File: config.mk
export PLATFORM = sky130hd
export DESIGN_NAME = stencil_test_ctrl
export DESIGN_NICKNAME = d
export VERILOG_FILES = /design/src/rtl/stencil_test_ctrl.sv
export SDC_FILE = /design/constraint.sdc
export NUM_CORES = 1
export LEC_CHECK = 0
export CORE_MARGIN = 2
export CORE_UTILIZATION = 56
export DETAILED_ROUTE_END_ITERATION = 12
export PLACE_DENSITY = 0.84
export SETUP_SLACK_MARGIN = 0.3
export SLEW_MARGIN = 15
export SYNTH_ARGS = -nofsm -noshare
export SYNTH_HDL_FRONTEND = slang
export SYNTH_SLANG_ARGS = --single-unit
File: constraint.sdc
create_clock -name clk_i -period 11.2 [get_ports clk_i]
set_clock_uncertainty 0.2 [all_clocks]
set_input_delay 1.12 -clock clk_i [delete_from_list [all_inputs] [get_ports clk_i]]
set_output_delay 1.12 -clock clk_i [all_outputs]
set_load 0.01 [all_outputs]
File: src/rtl/stencil_test_ctrl.sv
`timescale 1ns/1ps
// ---------------------------------------------------------------------------
// Module: stencil_test_ctrl
//
// Per-fragment stencil test sequencer sitting between the alpha test and the
// depth test. One fragment is accepted at a time. Its stencil word is read
// from the shared Z/stencil memory, compared against the reference value, and
// updated with the pass/fail stencil op when the value changes. The pass flag
// is then reported downstream. Because only one fragment is ever in flight,
// a later read can never overtake an earlier write to the same pixel.
//
// Ports
//   clk_i, rst_ni          clock, asynchronous active-low reset
//   frag_valid_i/ready_o   fragment request handshake
//   frag_x_i, frag_y_i     pixel coordinates
//   frag_id_i              fragment tag, returned unchanged on out_id_o
//   ref_val_i, func_i      stencil reference and compare function
//   read_mask_i            mask applied to both operands before the compare
//   write_mask_i           stored bits that the op is allowed to change
//   fail_op_i, pass_op_i   stencil op applied on fail / pass
//   mem_req_o/gnt_i        memory request, held until granted
//   mem_we_o               1 = write, 0 = read
//   mem_addr_o             word address y*X_RES + x
//   mem_wdata_o            write data
//   mem_rvalid_i/rdata_i   read data return, one pulse per granted read
//   out_valid_o/ready_i    result handshake
//   out_id_o, out_pass_o   tag and pass flag of the reported fragment
//   busy_o                 high whenever the controller is not idle
// ---------------------------------------------------------------------------
module stencil_test_ctrl #(
   parameter int X_RES = 1280,
   parameter int Y_RES = 720,
   parameter int ID_W  = 8,
   parameter int XW    = $clog2(X_RES),
   parameter int YW    = $clog2(Y_RES),
   parameter int AW    = $clog2(X_RES * Y_RES)
) (
   input  logic            clk_i,
   input  logic            rst_ni,

   input  logic            frag_valid_i,
   output logic            frag_ready_o,
   input  logic [XW-1:0]   frag_x_i,
   input  logic [YW-1:0]   frag_y_i,
   input  logic [ID_W-1:0] frag_id_i,
   input  logic [7:0]      ref_val_i,
   input  logic [2:0]      func_i,
   input  logic [7:0]      read_mask_i,
   input  logic [7:0]      write_mask_i,
   input  logic [2:0]      fail_op_i,
   input  logic [2:0]      pass_op_i,

   output logic            mem_req_o,
   input  logic            mem_gnt_i,
   output logic            mem_we_o,
   output logic [AW-1:0]   mem_addr_o,
   output logic [7:0]      mem_wdata_o,
   input  logic            mem_rvalid_i,
   input  logic [7:0]      mem_rdata_i,

   output logic            out_valid_o,
   input  logic            out_ready_i,
   output logic [ID_W-1:0] out_id_o,
   output logic            out_pass_o,
   output logic            busy_o
);

   typedef enum logic [2:0] {
      S_IDLE    = 3'd0,
      S_RD_REQ  = 3'd1,
      S_RD_WAIT = 3'd2,
      S_EVAL    = 3'd3,
      S_WR_REQ  = 3'd4,
      S_RESP    = 3'd5
   } state_t;

   // Compare function encoding
   localparam logic [2:0] F_NEVER    = 3'd0;
   localparam logic [2:0] F_LESS     = 3'd1;
   localparam logic [2:0] F_LEQUAL   = 3'd2;
   localparam logic [2:0] F_GREATER  = 3'd3;
   localparam logic [2:0] F_GEQUAL   = 3'd4;
   localparam logic [2:0] F_EQUAL    = 3'd5;
   localparam logic [2:0] F_NOTEQUAL = 3'd6;
   localparam logic [2:0] F_ALWAYS   = 3'd7;

   // Stencil op encoding
   localparam logic [2:0] OP_KEEP      = 3'd0;
   localparam logic [2:0] OP_ZERO      = 3'd1;
   localparam logic [2:0] OP_REPLACE   = 3'd2;
   localparam logic [2:0] OP_INCR      = 3'd3;
   localparam logic [2:0] OP_DECR      = 3'd4;
   localparam logic [2:0] OP_INVERT    = 3'd5;
   localparam logic [2:0] OP_INCR_WRAP = 3'd6;
   localparam logic [2:0] OP_DECR_WRAP = 3'd7;

   localparam logic [AW-1:0] X_RES_A = AW'(X_RES);

   state_t            r_state;
   state_t            w_state_nxt;

   logic [AW-1:0]     r_addr;
   logic [ID_W-1:0]   r_id;
   logic [7:0]        r_ref;
   logic [2:0]        r_func;
   logic [7:0]        r_rmask;
   logic [7:0]        r_wmask;
   logic [2:0]        r_fail_op;
   logic [2:0]        r_pass_op;
   logic [7:0]        r_stored;
   logic [7:0]        r_new;
   logic              r_pass;

   logic              w_accept;
   logic              w_in_range;
   logic [AW-1:0]     w_addr;
   logic [7:0]        w_ref_m;
   logic [7:0]        w_sto_m;
   logic              w_pass;
   logic [2:0]        w_op;
   logic [7:0]        w_op_res;
   logic [7:0]        w_new;
   logic              w_take_rdata;

   logic              w_mem_req;
   logic              w_mem_we;
   logic              w_out_valid;
   logic              w_frag_ready;

   // Coordinates are widened to 32 bits so the range check stays correct
   // even when a resolution is an exact power of two.
   assign w_in_range = (32'(frag_x_i) < X_RES) && (32'(frag_y_i) < Y_RES);
   assign w_addr     = (AW'(frag_y_i) * X_RES_A) + AW'(frag_x_i);
   assign w_accept   = frag_valid_i && w_frag_ready;

   // Read data is captured in RD_WAIT, or already in the grant cycle when
   // the memory returns data with zero latency. Any other rvalid is stray.
   assign w_take_rdata = mem_rvalid_i &&
                         (((r_state == S_RD_REQ) && mem_gnt_i) || (r_state == S_RD_WAIT));

   // Masked compare of the latched reference against the stored word.
   always_comb begin
      w_ref_m = r_ref & r_rmask;
      w_sto_m = r_stored & r_rmask;
      w_pass  = 1'b0;
      case (r_func)
         F_NEVER:    w_pass = 1'b0;
         F_LESS:     w_pass = (w_ref_m <  w_sto_m);
         F_LEQUAL:   w_pass = (w_ref_m <= w_sto_m);
         F_GREATER:  w_pass = (w_ref_m >  w_sto_m);
         F_GEQUAL:   w_pass = (w_ref_m >= w_sto_m);
         F_EQUAL:    w_pass = (w_ref_m == w_sto_m);
         F_NOTEQUAL: w_pass = (w_ref_m != w_sto_m);
         F_ALWAYS:   w_pass = 1'b1;
         default:    w_pass = 1'b0;
      endcase
   end

   // Stencil op selected by the compare outcome, then merged through the
   // write mask so only the enabled bits of the stored word can change.
   always_comb begin
      w_op     = w_pass ? r_pass_op : r_fail_op;
      w_op_res = r_stored;
      case (w_op)
         OP_KEEP:      w_op_res = r_stored;
         OP_ZERO:      w_op_res = 8'h00;
         OP_REPLACE:   w_op_res = r_ref;
         OP_INCR:      w_op_res = (r_stored == 8'hFF) ? 8'hFF : (r_stored + 8'd1);
         OP_DECR:      w_op_res = (r_stored == 8'h00) ? 8'h00 : (r_stored - 8'd1);
         OP_INVERT:    w_op_res = ~r_stored;
         OP_INCR_WRAP: w_op_res = r_stored + 8'd1;
         OP_DECR_WRAP: w_op_res = r_stored - 8'd1;
         default:      w_op_res = r_stored;
      endcase
      w_new = (r_stored & ~r_wmask) | (w_op_res & r_wmask);
   end

   // State register. Reset drops any in-flight fragment immediately.
   always_ff @(posedge clk_i or negedge rst_ni) begin
      if (!rst_ni) begin
         r_state <= S_IDLE;
      end else begin
         r_state <= w_state_nxt;
      end
   end

   // Next-state and handshake outputs. Every stall simply holds the state,
   // so request and result outputs stay stable until their handshake.
   always_comb begin
      w_state_nxt  = r_state;
      w_mem_req    = 1'b0;
      w_mem_we     = 1'b0;
      w_out_valid  = 1'b0;
      w_frag_ready = 1'b0;
      case (r_state)
         S_IDLE: begin
            w_frag_ready = 1'b1;
            if (frag_valid_i) begin
               w_state_nxt = w_in_range ? S_RD_REQ : S_RESP;
            end
         end
         S_RD_REQ: begin
            w_mem_req = 1'b1;
            if (mem_gnt_i) begin
               w_state_nxt = mem_rvalid_i ? S_EVAL : S_RD_WAIT;
            end
         end
         S_RD_WAIT: begin
            if (mem_rvalid_i) begin
               w_state_nxt = S_EVAL;
            end
         end
         S_EVAL: begin
            w_state_nxt = (w_new != r_stored) ? S_WR_REQ : S_RESP;
         end
         S_WR_REQ: begin
            w_mem_req = 1'b1;
            w_mem_we  = 1'b1;
            if (mem_gnt_i) begin
               w_state_nxt = S_RESP;
            end
         end
         S_RESP: begin
            w_out_valid = 1'b1;
            if (out_ready_i) begin
               w_state_nxt = S_IDLE;
            end
         end
         default: begin
            w_state_nxt = S_IDLE;
         end
      endcase
   end

   // Fragment and configuration latch at accept, read-data capture, and the
   // EVAL result registers. Out-of-range fragments report pass=0 directly.
   always_ff @(posedge clk_i or negedge rst_ni) begin
      if (!rst_ni) begin
         r_addr    <= '0;
         r_id      <= '0;
         r_ref     <= '0;
         r_func    <= '0;
         r_rmask   <= '0;
         r_wmask   <= '0;
         r_fail_op <= '0;
         r_pass_op <= '0;
         r_stored  <= '0;
         r_new     <= '0;
         r_pass    <= 1'b0;
      end else begin
         if (w_accept) begin
            r_addr    <= w_addr;
            r_id      <= frag_id_i;
            r_ref     <= ref_val_i;
            r_func    <= func_i;
            r_rmask   <= read_mask_i;
            r_wmask   <= write_mask_i;
            r_fail_op <= fail_op_i;
            r_pass_op <= pass_op_i;
            r_pass    <= 1'b0;
         end
         if (w_take_rdata) begin
            r_stored <= mem_rdata_i;
         end
         if (r_state == S_EVAL) begin
            r_pass <= w_pass;
            r_new  <= w_new;
         end
      end
   end

   assign frag_ready_o = w_frag_ready;
   assign mem_req_o    = w_mem_req;
   assign mem_we_o     = w_mem_we;
   assign mem_addr_o   = r_addr;
   assign mem_wdata_o  = r_new;
   assign out_valid_o  = w_out_valid;
   assign out_id_o     = r_id;
   assign out_pass_o   = r_pass;
   assign busy_o       = (r_state != S_IDLE);

endmodule

==> Implementation_results.wiki <==
{| class="wikitable"
! Metric !! Value
|-
| Data required time at the worst endpoint || ~11 ns
|-
| Unrepaired setup endpoints after global routing || no
|-
| DRC errors left || 0
|-
| Die span in x || approximately 100 um
|-
| Vias post-DR || approximately 5500
|-
| Final GP Congestion || between 0.9 and 1
|-
| Number of cells upsized or downsized after cts || 0
|-
| Number of placement rows || 36
|-
| Leading cell types by count after synthesis || sky130_fd_sc_hd__nand2_1, sky130_fd_sc_hd__dfrtp_1, sky130_fd_sc_hd__o21ai_0
|-
| Hold path startpoint || out_id_o[3]$_DFFE_PN0P_
|-
| Layout area overhead || 25.0%
|-
| Endpoint of the worst hold path || out_id_o[3]$_DFFE_PN0P_
|-
| Startpoint-to-endpoint class of the critical path || reg -> reg
|-
| Maximum fanout along the worst path || 23
|-
| Combinational Power Share || 0.604
|-
| Per-cell via count in the routed design || approximately 6
|-
| Initial antenna violation count || 0
|-
| CTS Buf Count || 9
|-
| Deepest level of the CTS H-tree || 3
|-
| Buffers inserted by post-CTS timing repair || 0
|-
| Syn avg cell area || about 8 um2
|-
| Number of cells on the worst hold path || 2
|-
| CTS tree || yes
|-
| Post-synth ARST share || 1.00
|-
| Cell count after placement || 919
|-
| YS warnings || 0
|-
| Result of the run || completed
|-
| Slew margin rel. || 0.369
|-
| Fin crit share || 0.409
|-
| Number of sinks on the clock net || 81
|-
| Netlist area before placement || about 0.0056 mm2
|-
| Buffer cell driving the clock tree root || sky130_fd_sc_hd__clkbuf_8
|-
| Aggregate routed wire length || between 15 and 20 mm
|-
| Count of max-cap constraint violations || 0
|-
| Worst R2R End || r_state[0]$_DFFE_PN0P_
|-
| Layout cells sized above 1 || 0.0536
|-
| Net count reported at finish || ~910
|-
| Delay of the slowest cell on the worst path || between 0.8 and 0.9 ns
|-
| Count of flip-flops with a built-in enable after synthesis || 0
|-
| Max IR drop VDD || between 0.15 and 0.2 mV
|-
| Pwr per Cell Area || roughly 310 mW/mm2
|-
| Area of the die || approximately 0.011 mm2
|-
| Xor/xnor cell area share of the yosys netlist || 0.0435
|-
| Post-synthesis mux area share || 0.0468
|-
| Fmax || about 0.22 GHz
|-
| Psw || about 1.1 mW
|-
| Path depth of the worst reg2reg path || 12
|-
| Filler cell count in the final layout || 789
|-
| Final total negative setup slack || 0 ns
|-
| Number of ports placed on the die boundary || between 100 and 150
|-
| Combinational family with the most area after synthesis || simple AND/OR/NAND/NOR gates
|-
| Share of power burned in the clock network || 0.106
|-
| Post-route non-filler standard cell count || approximately 940
|-
| Clock latency at the later pin of the worst-skew pair || approximately 0.4 ns
|-
| Power Internal || ~1.1 mW
|-
| Share of power burned in registers || 0.290
|-
| Worst R2R Setup Slack || between 6 and 7 ns
|-
| CP Launch Type || register
|-
| Hold_buf cts || 0
|-
| Final HPWL from detailed placement || ~12 mm
|-
| Total of endpoints with negative setup slack in the final report || 0
|-
| Final antenna diode count || 0
|-
| Core area || between 0.009 and 0.01 mm2
|-
| Number of instances in the synthesized netlist || 706
|-
| Switch share || 0.492
|-
| Leakage power figure || around 3.2 nW
|-
| Most repeated cell in the gate-level netlist after synthesis || sky130_fd_sc_hd__nand2_1
|-
| Synth Area in Compound Gates || 0.176
|-
| Number of global-route vias before repair || 5405
|-
| Adder and majority cell fraction of the synthesized area || 0.0737
|-
| Number of hold violations in the final report || 0
|-
| Type of the most critical hold path || reg -> reg
|-
| Chip height || approximately 100 um
|-
| Fraction of the yosys area taken by sequential cells || 0.360
|-
| Pin count of the biggest net entering global routing || 70
|-
| Global Route Usage Sum || 0.311
|-
| Critical-path cell with the highest stage delay || sky130_fd_sc_hd__and3_1
|-
| Clock slew seen by the registers of the worst setup and hold paths || approximately 0.09 ns
|-
| FF+latch count, synth || 81
|-
| Share of the synthesized area in the top cell type || 0.360
|-
| Number of violations reported at the end of detailed-routing iteration 0 || about 470
|-
| Largest cells by area after synthesis || sky130_fd_sc_hd__dfrtp_1, sky130_fd_sc_hd__nand2_1, sky130_fd_sc_hd__ha_1
|-
| Fin crit period || around 4.6 ns
|-
| Startpoint of the lowest-slack register-to-register path || r_stored[3]$_DFFE_PN0P_
|-
| Post-route antenna net violation count || 0
|-
| Buffers on Ports || around 120
|-
| Critical Path, Cell by Cell || nand2_1 > ha_1 > a21oi_1 > a2111oi_0 > a211oi_1 > and3_1 > a31oi_2 > nand2_1 > o221ai_1 > a2111oi_2 > and3_1 > a41o_1
|-
| WP data arrival || ~4.7 ns
|-
| Post-synthesis cell type count || 63
|-
| Basic-gate share of the synthesized area counting and, or, nand and nor cells || 0.258
|-
| Global-route wire length before repair || around 27 mm
|-
| Max Slew Vio Count || 0
|-
| Worst Max-Slew Pin Slew || ~0.95 ns
|-
| Initial cell density of the core || 0.577
|-
| Post-synth top area cell || sky130_fd_sc_hd__dfrtp_1
|-
| Largest buffer count on any clock path || 2
|-
| Endpoint type of the worst setup path || register
|-
| Number of iterations in the first detailed-routing pass || 5
|-
| Overall overflow remaining after global route || 0
|-
| Predominant post-synthesis flop cell || sky130_fd_sc_hd__dfrtp_1
|-
| Wire length per cell after detailed routing || approximately 18 um
|-
| Post-synth net total || slightly above 800
|}
## state kept, by name, indices dropped and copies added, names as in the netlist
name	count
mem_addr_o	20
mem_wdata_o	8
out_id_o	8
r_ref	8
r_rmask	8
r_stored	8
r_wmask	8
r_fail_op	3
r_func	3
r_pass_op	3
r_state	3
out_pass_o	1
## metrics by stage
stage	total power, mW	utilization	setup slack [ns]	hold slack (ns)	cell area [um2]
finish	2.19	0.720	6.62	0.282	7040
global route	2.33	0.720	6.40	0.303	7040
CTS	2.15	0.720	6.56	0.289	7040
detailed placement	1.91	0.698	6.54	0.266	6830
global placement	1.88	0.698	6.76	0.254	6830
floorplan	1.50	-	7.56	0.246	5640
## cells in the final DEF, fill, tap and decap left out, drive strengths merged, types with 5 or more instances in the layout
| master | n |
|---|---|
| and3 | 7 |
| nand2 | 212 |
| a21oi | 36 |
| nor2b | 7 |
| mux2 | 8 |
| o211ai | 6 |
| o221ai | 6 |
| nor2 | 30 |
| xnor2 | 16 |
| and2 | 16 |
| xor2 | 12 |
| nand2b | 12 |
| nor3 | 10 |
| o21ai | 59 |
| nand3 | 13 |
| dfrtp | 81 |
| mux2i | 17 |
| inv | 22 |
| o22ai | 5 |
| clkbuf | 9 |
| ha | 30 |
| clkdlybuf4s50 | 116 |
## final cells by class
type,instances,area (um2),area share
clock buffers,9,124,0.0176
flip-flops and latches,81,2030,0.288
multi-input cells,566,3380,0.480
clock inverters,7,86.3,0.0123
well taps,133,166,0.0236
inverters,20,75.1,0.0107
repair buffers,119,1180,0.168
## cell families after synthesis
logic type | Yosys count
and+or+nand+nor | 327
AOI/OAI and AO/OA | 154
DFF | 81
buffers and inverters | 59
adders and majority gates | 32
xor gates and xnor gates | 28
muxes | 25
## critical path, delay by kind of cell, from the launching register on
family,cells,cell delay (ns)
DFF,1,0.69
AOI/OAI and AO/OA,7,1.87
adders and majority gates,1,0.34
and+or+nand+nor,4,1.42
## power groups by stage
| stage | Combinational, mW | Sequential [mW] | Clock, mW |
|---|---|---|---|
| final | 1.32 | 0.635 | 0.233 |
| after global routing | 1.43 | 0.650 | 0.251 |
| after CTS | 1.29 | 0.623 | 0.238 |
| after detailed placement | 1.28 | 0.627 | 0 |
| after global placement | 1.26 | 0.621 | 0 |
| after floorplan | 0.960 | 0.543 | 0 |
## how the worst max path moves through the flow
stage | start | depth (start not counted) | end | slack, ns
2_1_floorplan | r_stored[3]$_DFFE_PN0P_ | 13 | r_state[0]$_DFFE_PN0P_ | 7.56
3_3_place_gp | r_stored[3]$_DFFE_PN0P_ | 12 | r_state[0]$_DFFE_PN0P_ | 6.76
3_5_place_dp | r_stored[3]$_DFFE_PN0P_ | 12 | r_state[0]$_DFFE_PN0P_ | 6.54
4_1_cts | r_stored[3]$_DFFE_PN0P_ | 12 | r_state[0]$_DFFE_PN0P_ | 6.56
5_1_grt | r_stored[3]$_DFFE_PN0P_ | 12 | r_state[0]$_DFFE_PN0P_ | 6.40
6_report | r_stored[3]$_DFFE_PN0P_ | 12 | r_state[0]$_DFFE_PN0P_ | 6.62
## layer usage
layer / wire (um) / track usage / vias to the layer above
met1: 6770 / 0.390 / 2603
met5: 0 / 0 / -
li1: - / - / 2610
met3: 1450 / 0.0909 / 53
met4: 676 / 0.142 / 0
met2: 7740 / 0.496 / 278
(Power assumes the default switching activity.)
